`src/rtl/frame_seq_ctrl_pkg.sv`:
```
// Shared types and defaults for the frame sequencer slice.
package img_pkg;

  localparam int DEF_PIX_W = 8;
  localparam int DEF_IMG_W = 64;
  localparam int DEF_IMG_H = 64;

  // Sequencer FSM encoding; also shown on the LEDs.
  typedef enum logic [2:0] {
    ST_IDLE   = 3'd0,
    ST_STREAM = 3'd1,
    ST_FLUSH  = 3'd2,
    ST_DONE   = 3'd3,
    ST_ERR    = 3'd4
  } seq_state_e;

  // Filter kernels understood by the filter core.
  typedef enum logic [1:0] {
    MODE_PASS    = 2'd0,
    MODE_BLUR    = 2'd1,
    MODE_SHARPEN = 2'd2,
    MODE_EDGE    = 2'd3
  } filt_mode_e;

endpackage

```
`src/rtl/frame_seq_ctrl_if.sv`:
```
// Byte/pixel stream bundle between UART RX, filter core and UART TX.
// Every stream uses valid/ready: a beat moves in a cycle where both are
// high; a source never waits for ready before raising valid, and holds
// data stable while valid is high and ready is low.
interface frame_seq_ctrl_if
  import img_pkg::*;
#(
  parameter int PIX_W = DEF_PIX_W
);
  logic [PIX_W-1:0] rx_data;
  logic             rx_valid;
  logic             rx_ready;
  logic [PIX_W-1:0] f_in_data;
  logic             f_in_valid;
  logic             f_in_sof;
  logic             f_in_eol;
  logic             f_in_ready;
  logic [1:0]       f_mode;
  logic [PIX_W-1:0] f_out_data;
  logic             f_out_valid;
  logic             f_out_ready;
  logic [PIX_W-1:0] tx_data;
  logic             tx_valid;
  logic             tx_ready;

  // Sequencer side.
  modport master (
    input  rx_data, rx_valid, f_in_ready, f_out_data, f_out_valid, tx_ready,
    output rx_ready, f_in_data, f_in_valid, f_in_sof, f_in_eol, f_mode,
    output f_out_ready, tx_data, tx_valid
  );

  // UART / filter side.
  modport slave (
    output rx_data, rx_valid, f_in_ready, f_out_data, f_out_valid, tx_ready,
    input  rx_ready, f_in_data, f_in_valid, f_in_sof, f_in_eol, f_mode,
    input  f_out_ready, tx_data, tx_valid
  );
endinterface

```
`src/rtl/frame_seq_ctrl_pix_pos_cnt.sv`:
```
// Pixel position tracker: column, row and linear count within a frame.
module pix_pos_cnt
  import img_pkg::*;
#(
  parameter int IMG_W = DEF_IMG_W,
  parameter int IMG_H = DEF_IMG_H,
  parameter int CNT_W = $clog2(IMG_W * IMG_H + 1),
  localparam int COL_W = $clog2(IMG_W),
  localparam int ROW_W = (IMG_H > 1) ? $clog2(IMG_H) : 1
) (
  input  logic             clk,
  input  logic             rst,
  input  logic             clr,
  input  logic             inc,
  output logic [COL_W-1:0] col,
  output logic [ROW_W-1:0] row,
  output logic [CNT_W-1:0] count,
  output logic             last_in_line,
  output logic             last_in_frame
);

  assign last_in_line  = (col == COL_W'(IMG_W - 1));
  assign last_in_frame = last_in_line && (row == ROW_W'(IMG_H - 1));

  // Advance one pixel per accepted beat; column wraps into the next row.
  always_ff @(posedge clk) begin
    if (rst || clr) begin
      col   <= '0;
      row   <= '0;
      count <= '0;
    end else if (inc) begin
      count <= count + CNT_W'(1);
      if (last_in_line) begin
        col <= '0;
        row <= last_in_frame ? '0 : row + ROW_W'(1);
      end else begin
        col <= col + COL_W'(1);
      end
    end
  end

endmodule

```
`src/rtl/frame_seq_ctrl.sv`:
```
// Frame sequencer: feeds one frame of RX bytes into the filter, drains the
// filtered pixels to TX, and supervises the drain with an idle timeout.
module frame_seq_ctrl
  import img_pkg::*;
#(
  parameter int IMG_W   = DEF_IMG_W,
  parameter int IMG_H   = DEF_IMG_H,
  parameter int PIX_W   = DEF_PIX_W,
  parameter int TIMEOUT = 1048576,
  localparam int TOTAL  = IMG_W * IMG_H,
  localparam int CNT_W  = $clog2(TOTAL + 1)
) (
  input  logic             clk,
  input  logic             rst,
  input  logic             start,
  input  logic             abort,
  input  logic [1:0]       mode_i,
  frame_seq_ctrl_if.master bus,
  output logic             busy,
  output logic             done,
  output logic             err,
  output logic [2:0]       state_o,
  output logic [CNT_W-1:0] out_cnt
);

  localparam int COL_W = $clog2(IMG_W);
  localparam int ROW_W = (IMG_H > 1) ? $clog2(IMG_H) : 1;
  localparam int TO_W  = $clog2(TIMEOUT + 1);

  localparam logic [2:0] S_IDLE   = 3'(ST_IDLE);
  localparam logic [2:0] S_STREAM = 3'(ST_STREAM);
  localparam logic [2:0] S_FLUSH  = 3'(ST_FLUSH);
  localparam logic [2:0] S_DONE   = 3'(ST_DONE);
  localparam logic [2:0] S_ERR    = 3'(ST_ERR);

  logic [2:0]       state;
  logic [1:0]       f_mode_q;
  logic [TO_W-1:0]  to_cnt;
  logic [CNT_W-1:0] in_cnt;
  logic [COL_W-1:0] col;
  logic [ROW_W-1:0] row;
  logic             row_unused;
  logic             last_in_line, last_in_frame;
  logic             streaming, active, start_ok, frame_clr;
  logic             in_room, out_room, in_xfer, out_xfer;
  logic             flush_done, to_hit;
  logic [PIX_W-1:0] in_pix, out_pix;

  assign streaming = (state == S_STREAM);
  assign active    = streaming || (state == S_FLUSH);
  // abort beats start when both arrive together in IDLE.
  assign start_ok  = (state == S_IDLE) && start && !abort;
  assign frame_clr = start_ok || (active && abort);

  assign in_room  = (in_cnt < CNT_W'(TOTAL));
  assign out_room = (out_cnt < CNT_W'(TOTAL));

  // RX -> filter path is a pure pass-through while streaming.
  assign in_pix         = bus.rx_data;
  assign bus.f_in_data  = in_pix;
  assign bus.f_in_valid = streaming && bus.rx_valid && in_room;
  assign bus.rx_ready   = streaming && bus.f_in_ready && in_room;
  assign bus.f_in_sof   = streaming && (in_cnt == '0);
  assign bus.f_in_eol   = streaming && last_in_line;
  assign in_xfer        = bus.f_in_valid && bus.f_in_ready;

  // Filter -> TX path; beats beyond one frame are held off, not dropped.
  assign out_pix         = bus.f_out_data;
  assign bus.tx_data     = out_pix;
  assign bus.tx_valid    = active && bus.f_out_valid && out_room;
  assign bus.f_out_ready = active && bus.tx_ready && out_room;
  assign out_xfer        = bus.tx_valid && bus.tx_ready;

  // Completion is checked before the timeout so a last beat that lands on
  // the timeout cycle still finishes the frame.
  assign flush_done = !out_room || (out_xfer && out_cnt == CNT_W'(TOTAL - 1));
  assign to_hit     = !out_xfer && (to_cnt == TO_W'(TIMEOUT - 1));

  assign bus.f_mode = f_mode_q;
  assign busy       = active;
  assign done       = (state == S_DONE);
  assign state_o    = state;
  // Row position is tracked for the frame geometry but not needed here.
  assign row_unused = ^row;

  pix_pos_cnt #(
    .IMG_W (IMG_W),
    .IMG_H (IMG_H),
    .CNT_W (CNT_W)
  ) u_in_pos (
    .clk           (clk),
    .rst           (rst),
    .clr           (frame_clr),
    .inc           (in_xfer),
    .col           (col),
    .row           (row),
    .count         (in_cnt),
    .last_in_line  (last_in_line),
    .last_in_frame (last_in_frame)
  );

  // Sequencer FSM with output counter, idle timer and sticky error flag.
  always_ff @(posedge clk) begin
    if (rst) begin
      state    <= S_IDLE;
      f_mode_q <= '0;
      out_cnt  <= '0;
      to_cnt   <= '0;
      err      <= 1'b0;
    end else begin
      case (state)
        S_IDLE: begin
          if (start_ok) begin
            state    <= S_STREAM;
            f_mode_q <= mode_i;
            out_cnt  <= '0;
            to_cnt   <= '0;
            err      <= 1'b0;
          end
        end
        S_STREAM: begin
          if (abort) begin
            state   <= S_IDLE;
            out_cnt <= '0;
            to_cnt  <= '0;
          end else begin
            if (out_xfer) out_cnt <= out_cnt + CNT_W'(1);
            if (in_xfer && last_in_frame) state <= S_FLUSH;
          end
        end
        S_FLUSH: begin
          if (abort) begin
            state   <= S_IDLE;
            out_cnt <= '0;
            to_cnt  <= '0;
          end else begin
            if (out_xfer) out_cnt <= out_cnt + CNT_W'(1);
            to_cnt <= out_xfer ? '0 : to_cnt + TO_W'(1);
            if (flush_done) begin
              state <= S_DONE;
            end else if (to_hit) begin
              state <= S_ERR;
              err   <= 1'b1;
            end
          end
        end
        S_DONE:  state <= S_IDLE;
        S_ERR:   state <= S_IDLE;
        default: state <= S_IDLE;
      endcase
    end
  end

endmodule

```
`src/flat_wrapper.sv`:
```
// flat-port wrapper written by rule: the top's interface ports become plain ports
module frame_seq_ctrl_flat import img_pkg::*;
#(
  parameter int IMG_W   = DEF_IMG_W,
  parameter int IMG_H   = DEF_IMG_H,
  parameter int PIX_W   = DEF_PIX_W,
  parameter int TIMEOUT = 1048576,
  localparam int TOTAL  = IMG_W * IMG_H,
  localparam int CNT_W  = $clog2(TOTAL + 1)
)
  (clk, rst, start, abort, mode_i, busy, done, err, state_o, out_cnt, bus_rx_data, bus_rx_valid, bus_f_in_ready, bus_f_out_data, bus_f_out_valid, bus_tx_ready, bus_rx_ready, bus_f_in_data, bus_f_in_valid, bus_f_in_sof, bus_f_in_eol, bus_f_mode, bus_f_out_ready, bus_tx_data, bus_tx_valid);
  frame_seq_ctrl_if #(.PIX_W(PIX_W)) bus_i ();
  input  logic clk;
  input  logic rst;
  input  logic start;
  input  logic abort;
  input  logic [1:0] mode_i;
  output logic busy;
  output logic done;
  output logic err;
  output logic [2:0] state_o;
  output logic [CNT_W-1:0] out_cnt;
  input wire logic [$bits(bus_i.rx_data)-1:0] bus_rx_data;
  input wire logic [$bits(bus_i.rx_valid)-1:0] bus_rx_valid;
  input wire logic [$bits(bus_i.f_in_ready)-1:0] bus_f_in_ready;
  input wire logic [$bits(bus_i.f_out_data)-1:0] bus_f_out_data;
  input wire logic [$bits(bus_i.f_out_valid)-1:0] bus_f_out_valid;
  input wire logic [$bits(bus_i.tx_ready)-1:0] bus_tx_ready;
  output wire logic [$bits(bus_i.rx_ready)-1:0] bus_rx_ready;
  output wire logic [$bits(bus_i.f_in_data)-1:0] bus_f_in_data;
  output wire logic [$bits(bus_i.f_in_valid)-1:0] bus_f_in_valid;
  output wire logic [$bits(bus_i.f_in_sof)-1:0] bus_f_in_sof;
  output wire logic [$bits(bus_i.f_in_eol)-1:0] bus_f_in_eol;
  output wire logic [$bits(bus_i.f_mode)-1:0] bus_f_mode;
  output wire logic [$bits(bus_i.f_out_ready)-1:0] bus_f_out_ready;
  output wire logic [$bits(bus_i.tx_data)-1:0] bus_tx_data;
  output wire logic [$bits(bus_i.tx_valid)-1:0] bus_tx_valid;
  assign bus_i.rx_data = bus_rx_data;
  assign bus_i.rx_valid = bus_rx_valid;
  assign bus_i.f_in_ready = bus_f_in_ready;
  assign bus_i.f_out_data = bus_f_out_data;
  assign bus_i.f_out_valid = bus_f_out_valid;
  assign bus_i.tx_ready = bus_tx_ready;
  assign bus_rx_ready = bus_i.rx_ready;
  assign bus_f_in_data = bus_i.f_in_data;
  assign bus_f_in_valid = bus_i.f_in_valid;
  assign bus_f_in_sof = bus_i.f_in_sof;
  assign bus_f_in_eol = bus_i.f_in_eol;
  assign bus_f_mode = bus_i.f_mode;
  assign bus_f_out_ready = bus_i.f_out_ready;
  assign bus_tx_data = bus_i.tx_data;
  assign bus_tx_valid = bus_i.tx_valid;
  frame_seq_ctrl #(.IMG_W(IMG_W), .IMG_H(IMG_H), .PIX_W(PIX_W), .TIMEOUT(TIMEOUT)) u_core (.clk(clk), .rst(rst), .start(start), .abort(abort), .mode_i(mode_i), .bus(bus_i), .busy(busy), .done(done), .err(err), .state_o(state_o), .out_cnt(out_cnt));
endmodule
```
`config.mk`:
```
export PLATFORM = sky130hd
export DESIGN_NAME = frame_seq_ctrl_flat
export DESIGN_NICKNAME = d
export VERILOG_FILES = /design/src/rtl/frame_seq_ctrl_pkg.sv /design/src/rtl/frame_seq_ctrl_if.sv /design/src/rtl/frame_seq_ctrl_pix_pos_cnt.sv /design/src/rtl/frame_seq_ctrl.sv /design/src/flat_wrapper.sv
export SDC_FILE = /design/constraint.sdc
export NUM_CORES = 1
export LEC_CHECK = 0
export CAP_MARGIN = 40
export CORE_UTILIZATION = 30
export CTS_CLUSTER_SIZE = 28
export DETAILED_ROUTE_END_ITERATION = 8
export PLACE_DENSITY = 0.54
export SYNTH_ARGS = -nofsm -noshare
export SYNTH_HDL_FRONTEND = slang
export SYNTH_SLANG_ARGS = --single-unit
```
`constraint.sdc`:
```
create_clock -name clk -period 3.2 [get_ports clk]
set_clock_uncertainty 0.2 [all_clocks]
set_input_delay 0.64 -clock clk [delete_from_list [all_inputs] [get_ports clk]]
set_output_delay 0.64 -clock clk [all_outputs]
set_load 0.05 [all_outputs]
```
==> impl_metrics.toml, run 1 <==
[critical_path]
crit_path_end_kind = "output pin"
cp_max_fo = 17
critPathLaunchType = "register"
critPathMaxStageDelay_ns = 0.49
worst_path_max_delay_cell = "dfxtp_1"
cp_cell_sequence = "nor3_1, nand3_1, nor4b_2, buf_12"
required_ns = 2.36
path_class = "register to output pin"
cp_data_arrival_time_ns = 2.01
r2r_slack_ns = 0.79

[outcome]
status = "complete, no violations"

[global_route]
use_met3 = 0.0369
grt_max_degree = 35
grt_overflow = 0
track_usage = 0.136
antenna_found_initial = 0
grt.busiest_layer = "met2"
grt_pass1_wl_mm = 12.5
grtUsageMet1 = 0.169
use_met2 = 0.225
grt_pass1_vias = 2661

[routing]
drt_iter0_drc = 110
drtPass1Iterations = 4
ant_nets = 0
viasPerCell = 5.01
num_vias = 2830
wirelength_mm = 7.41
drc = 0
wire_per_inst_um = 13.1

[cts]
path_clk_slew_ns = 0.07
cts_resized = 0
cts_buffer_depth = 2
numCtsBuffers = 9
cts-hold-fix-buffers = 0
clk_latency_ns = 0.34
postCtsSetupBuffers = 0
cts_tree = "built"
clock_sinks = 65
clockRootBuffer = "clkbuf_8"
htreeDepth = 3

[yosys]
syn_nets = 430
synth_edf_count = 0
synth.distinct_cells = 47
yosysSeqAreaShare = 0.387
synth_ff_type = "dfxtp_1"
ys_warn_count = 0
synth-seq-cells = 65
synth_cells = 398
async_flop_share = 0
avgSynthCellArea_sq_um = 8.45
syn_area_sq_um = 3360

[cells_and_area]
layout_commonest_cell = "dfxtp_1"
drive_above_1_share = 0.106
final_cells = 565
n_antenna_cell = 0
fin_nets = 452
fin_area_sq_um = 4030
fin_util = 0.370
syn_to_final_growth_pct = 19.9
final_cell_mix = "65 x dfxtp_1, 46 x nor2_1, 28 x clkdlybuf4s50_1"

[placed_design]
placed_cell_area_sq_um = 3810
place.gp.congestion = 0.767
pre_cts_ws_ns = 0.159
dp.cells = 549
hpwl_mm = 5.30
place.port_buffers = 36

[flow_run]
cap_violations = 0

[power]
ir_drop_mv = 0.260
total_leakage_power_nw = 1.32
power_mw = 1.76
power_density_nw_per_um2 = 437

[sta]
period_needed_ns = 2.85
setup_viol = 0
fin_crit_sh = 0.892
drv_slew = 0
tightest_slew_ns = 0.584
finalHoldViolCount = 0
fin_ws_ns = 0.345
holdWs_ns = 0.277
max_freq_mhz = 350
relSlewSlack = 0.609
rsz0062_at_grt = "no"
finalSetupTns_ns = 0

[floorplanning]
fp.dieH_um = 108
row_count = 38
initial_core_util = 0.309
core_sq_um = 10900
pin_count = 69
die_w_um = 108
die_area_sq_um = 11600

[worst_hold_path]
min_path_type = "register to register"
routing by layer:
layer	part of all wire	vias to the layer above	wire, um
li1	-	1452	-
met1	0.49	1336	3610
met2	0.47	33	3490
met3	0.032	9	236
met4	0.010	0	77
met5	0	-	0
path summary, 6_finish.rpt:
check | start | to | cells after the start
worst max-delay path | u_core.state_o[1] | bus_f_in_sof | 4
worst min-delay path | u_core.err | u_core.err | 2
worst max register to register | u_core.state_o[1] | u_core.out_cnt[10] | 6
worst min register to register | u_core.err | u_core.err | 2
cells by family after synthesis:
family                     share of synthesized area
buffers and inverters                         0.0718
and+or+nand+nor                                0.296
AOI/OAI and AO/OA                              0.109
adders and majority gates                     0.0223
DFF                                            0.387
muxes                                         0.0149
xor gates and xnor gates                      0.0990
synthesized netlist by cell type, types with 2 or more instances:
master,n,share of area
nand4_1,10,0.019
and2_1,5,0.0093
o31ai_1,4,0.0089
nand2_1,25,0.028
and4_1,5,0.013
ha_1,6,0.022
or3_1,13,0.024
nand2b_1,3,0.0056
a21oi_1,20,0.030
or3b_1,2,0.0052
xor2_1,18,0.047
clkbuf_1,15,0.017
dfxtp_1,65,0.39
nor4b_1,3,0.0078
or2_2,3,0.0056
o21ai_0,15,0.022
nor3_1,13,0.019
nor2b_1,2,0.0037
buf_6,2,0.0067
nor3b_1,2,0.0045
buf_4,16,0.036
nor2_1,46,0.051
a211oi_1,2,0.0045
and3_1,6,0.011
inv_1,6,0.0067
xnor2_1,20,0.052
nand3b_1,2,0.0045
a2111oi_0,5,0.013
or4_1,7,0.016
nand3_1,19,0.028
o2111ai_1,6,0.016
nor4_1,10,0.019
mux2i_1,5,0.015
buf_2,4,0.0060
power breakdown:
part	total [mW]	internal [mW]	leakage, nW	switching [mW]
clock	0.775	0.459	0.113	0.316
combinational	0.170	0.0673	0.685	0.103
sequential	0.819	0.814	0.524	0.00529
cell type report:
class,instances,area [sq um]
fillers,1122,6860
multi-input cells,290,1830
flip-flops and latches,65,1300
repair buffers,48,480
well taps,140,175
clock buffers,11,141
clock inverters,5,78.8
inverters,6,22.5
critical path: cells and delay by family (launching register included):
kind	cells	cell delay [ns]
simple gates	3	1.01
flops	1	0.49
buf+inv	1	0.19
flip-flops by register name, summed over array words and instances (netlist names):
name / cells
u_core.u_in_pos.col: 6
u_core.u_in_pos.row: 6
u_core.out_cnt: 13
u_core.to_cnt: 21
u_core.u_in_pos.count: 13
u_core.err: 1
u_core.bus.f_mode: 2
u_core.state_o: 3
(Power assumes the default switching activity.)
==> run 2: changes to the inputs <==
- SKIP_LAST_GASP: not set -> 1
==> results of run 2 <==
The final DEF is identical to that of run 1; final timing and power are the same.
==> run 3: changes to the inputs <==
- CTS_BUF_LIST: not set -> sky130_fd_sc_hd__clkbuf_4 sky130_fd_sc_hd__clkbuf_8
==> impl_metrics.toml, run 3 (synthesis gave the netlist of run 1 again) <==
[outcome]
status = "complete, no violations"

[worst_hold_path]
hold-path-endpoint = "u_core.err"
whs_path_depth = 2
min_path_type = "register to register"
hp-start = "u_core.err"

[critical_path]
cp_data_arrival_time_ns = 2.01
reg2reg_from = "u_core.state_o[1]"
cp_max_fo = 17
critPathLaunchType = "register"
reg2reg_to = "u_core.out_cnt[10]"
reg2regPathDepth = 6
required_ns = 2.36
path_class = "register to output pin"
crit_path_end_kind = "output pin"
startpoint = "u_core.state_o[1]"
r2r_slack_ns = 0.79

[cells_and_area]
fin_nets = 452
reg_top3 = "u_core.to_cnt: 21 flops, u_core.out_cnt: 13 flops, u_core.u_in_pos.count: 13 flops"
final_cell_mix = "65 x dfxtp_1, 46 x nor2_1, 28 x clkdlybuf4s50_1"
n_antenna_cell = 0
layout_commonest_cell = "dfxtp_1"
max_flop_register = "u_core.to_cnt"
drive_above_1_share = 0.108
fin_util = 0.371
syn_to_final_growth_pct = 20.0
largest_reg_flops = 21

[power]
power_density_nw_per_um2 = 439
comb_power_share = 0.096
p_switching_mw = 0.422
p_int_mw = 1.35
p_seq_frac = 0.463
total_leakage_power_nw = 1.33
clock_power_share = 0.441
ir_drop_mv = 0.261
p_sw_frac = 0.238
power_mw = 1.77

[sta]
setup_viol = 0
tightest_slew_ns = 0.583
relSlewSlack = 0.609
drv_slew = 0
rsz0062_at_grt = "no"
period_needed_ns = 2.85
fin_crit_sh = 0.890
finalSetupTns_ns = 0
finalHoldViolCount = 0
holdWs_ns = 0.277
max_freq_mhz = 351

[placed_design]
hpwl_mm = 5.30
place.port_buffers = 36
place.gp.congestion = 0.767

[global_route]
antenna_found_initial = 0
grt_max_degree = 35
track_usage = 0.136
grt_pass1_vias = 2665
grt_pass1_wl_mm = 12.5
grt_overflow = 0

[routing]
num_vias = 2824
wl_met3_um = 255
wl_met2_mm = 3.50
drtPass1Iterations = 4
wirelength_mm = 7.39
viasPerCell = 5.00
drt_iter0_drc = 101
ant_nets = 0
top_layer_used = "met4"
drc = 0
wl_met1_mm = 3.56
wire_per_inst_um = 13.1

[cts]
htreeDepth = 3
cts_resized = 0
numCtsBuffers = 9
postCtsSetupBuffers = 0
clock_sinks = 65
clk_latency_ns = 0.34
clockRootBuffer = "clkbuf_8"
path_clk_slew_ns = 0.07
cts-hold-fix-buffers = 0
cts_tree = "built"
cts_buffer_depth = 2

[floorplanning]
row_count = 38
pin_count = 69
die_w_um = 108
initial_core_util = 0.309
fp.dieH_um = 108
die_area_sq_um = 11600
core_sq_um = 10900

[flow_run]
cap_violations = 0
## run 3: cell counts in the layout (fill, tap and decap cells not counted)
No cell type changed its count.
## run 3: worst max-delay path by stage
stage	endpoint	slack [ns]	depth (start not counted)
final	bus_f_in_sof	0.35	4
after floorplan	bus_f_out_ready	-0.02	4
after detailed placement	u_core.out_cnt[10]	0.16	7
after global placement	u_core.out_cnt[10]	0.17	7
after CTS	bus_f_in_sof	0.25	4
after global routing	bus_f_in_sof	0.08	4
## run 3: critical path, stage by stage (launching register included)
cell	delay, ns
dfxtp_1	0.49
nor3_1	0.44
nand3_1	0.15
nor4b_2	0.41
buf_12	0.19
## run 3: final cells by class
cell class                 count  area [sq um]
clock inverter                 5          78.8
clock buffer                  11           145
timing repair buffer          48           480
sequential                    65          1300
tap                          140           175
fill                        1121          6850
inverter                       6          22.5
multi-input combinational    290          1830
## run 3: power groups by stage
stage,logic [mW],registers (mW),clock network [mW]
after global routing,0.184,0.820,0.840
after global placement,0.170,0.838,0
after detailed placement,0.171,0.838,0
final,0.170,0.819,0.781
after CTS,0.172,0.819,0.808
after floorplan,0.147,0.847,0
## run 3: layer usage
layer,up-vias,track usage
li1,1453,-
met1,1326,0.168
met2,36,0.226
met3,9,0.0369
met4,0,0.0470
met5,-,0
## run 3: stage by stage
| stage | area, sq um | worst slack (ns) | instances |
|---|---|---|---|
| detailed placement | 3810 | 0.159 | 549 |
| finish | 4040 | 0.352 | 565 |
| CTS | 4040 | 0.253 | 565 |
| global placement | 3810 | 0.167 | 549 |
| global route | 4040 | 0.0806 | 565 |
| floorplan | 3370 | -0.0204 | 398 |
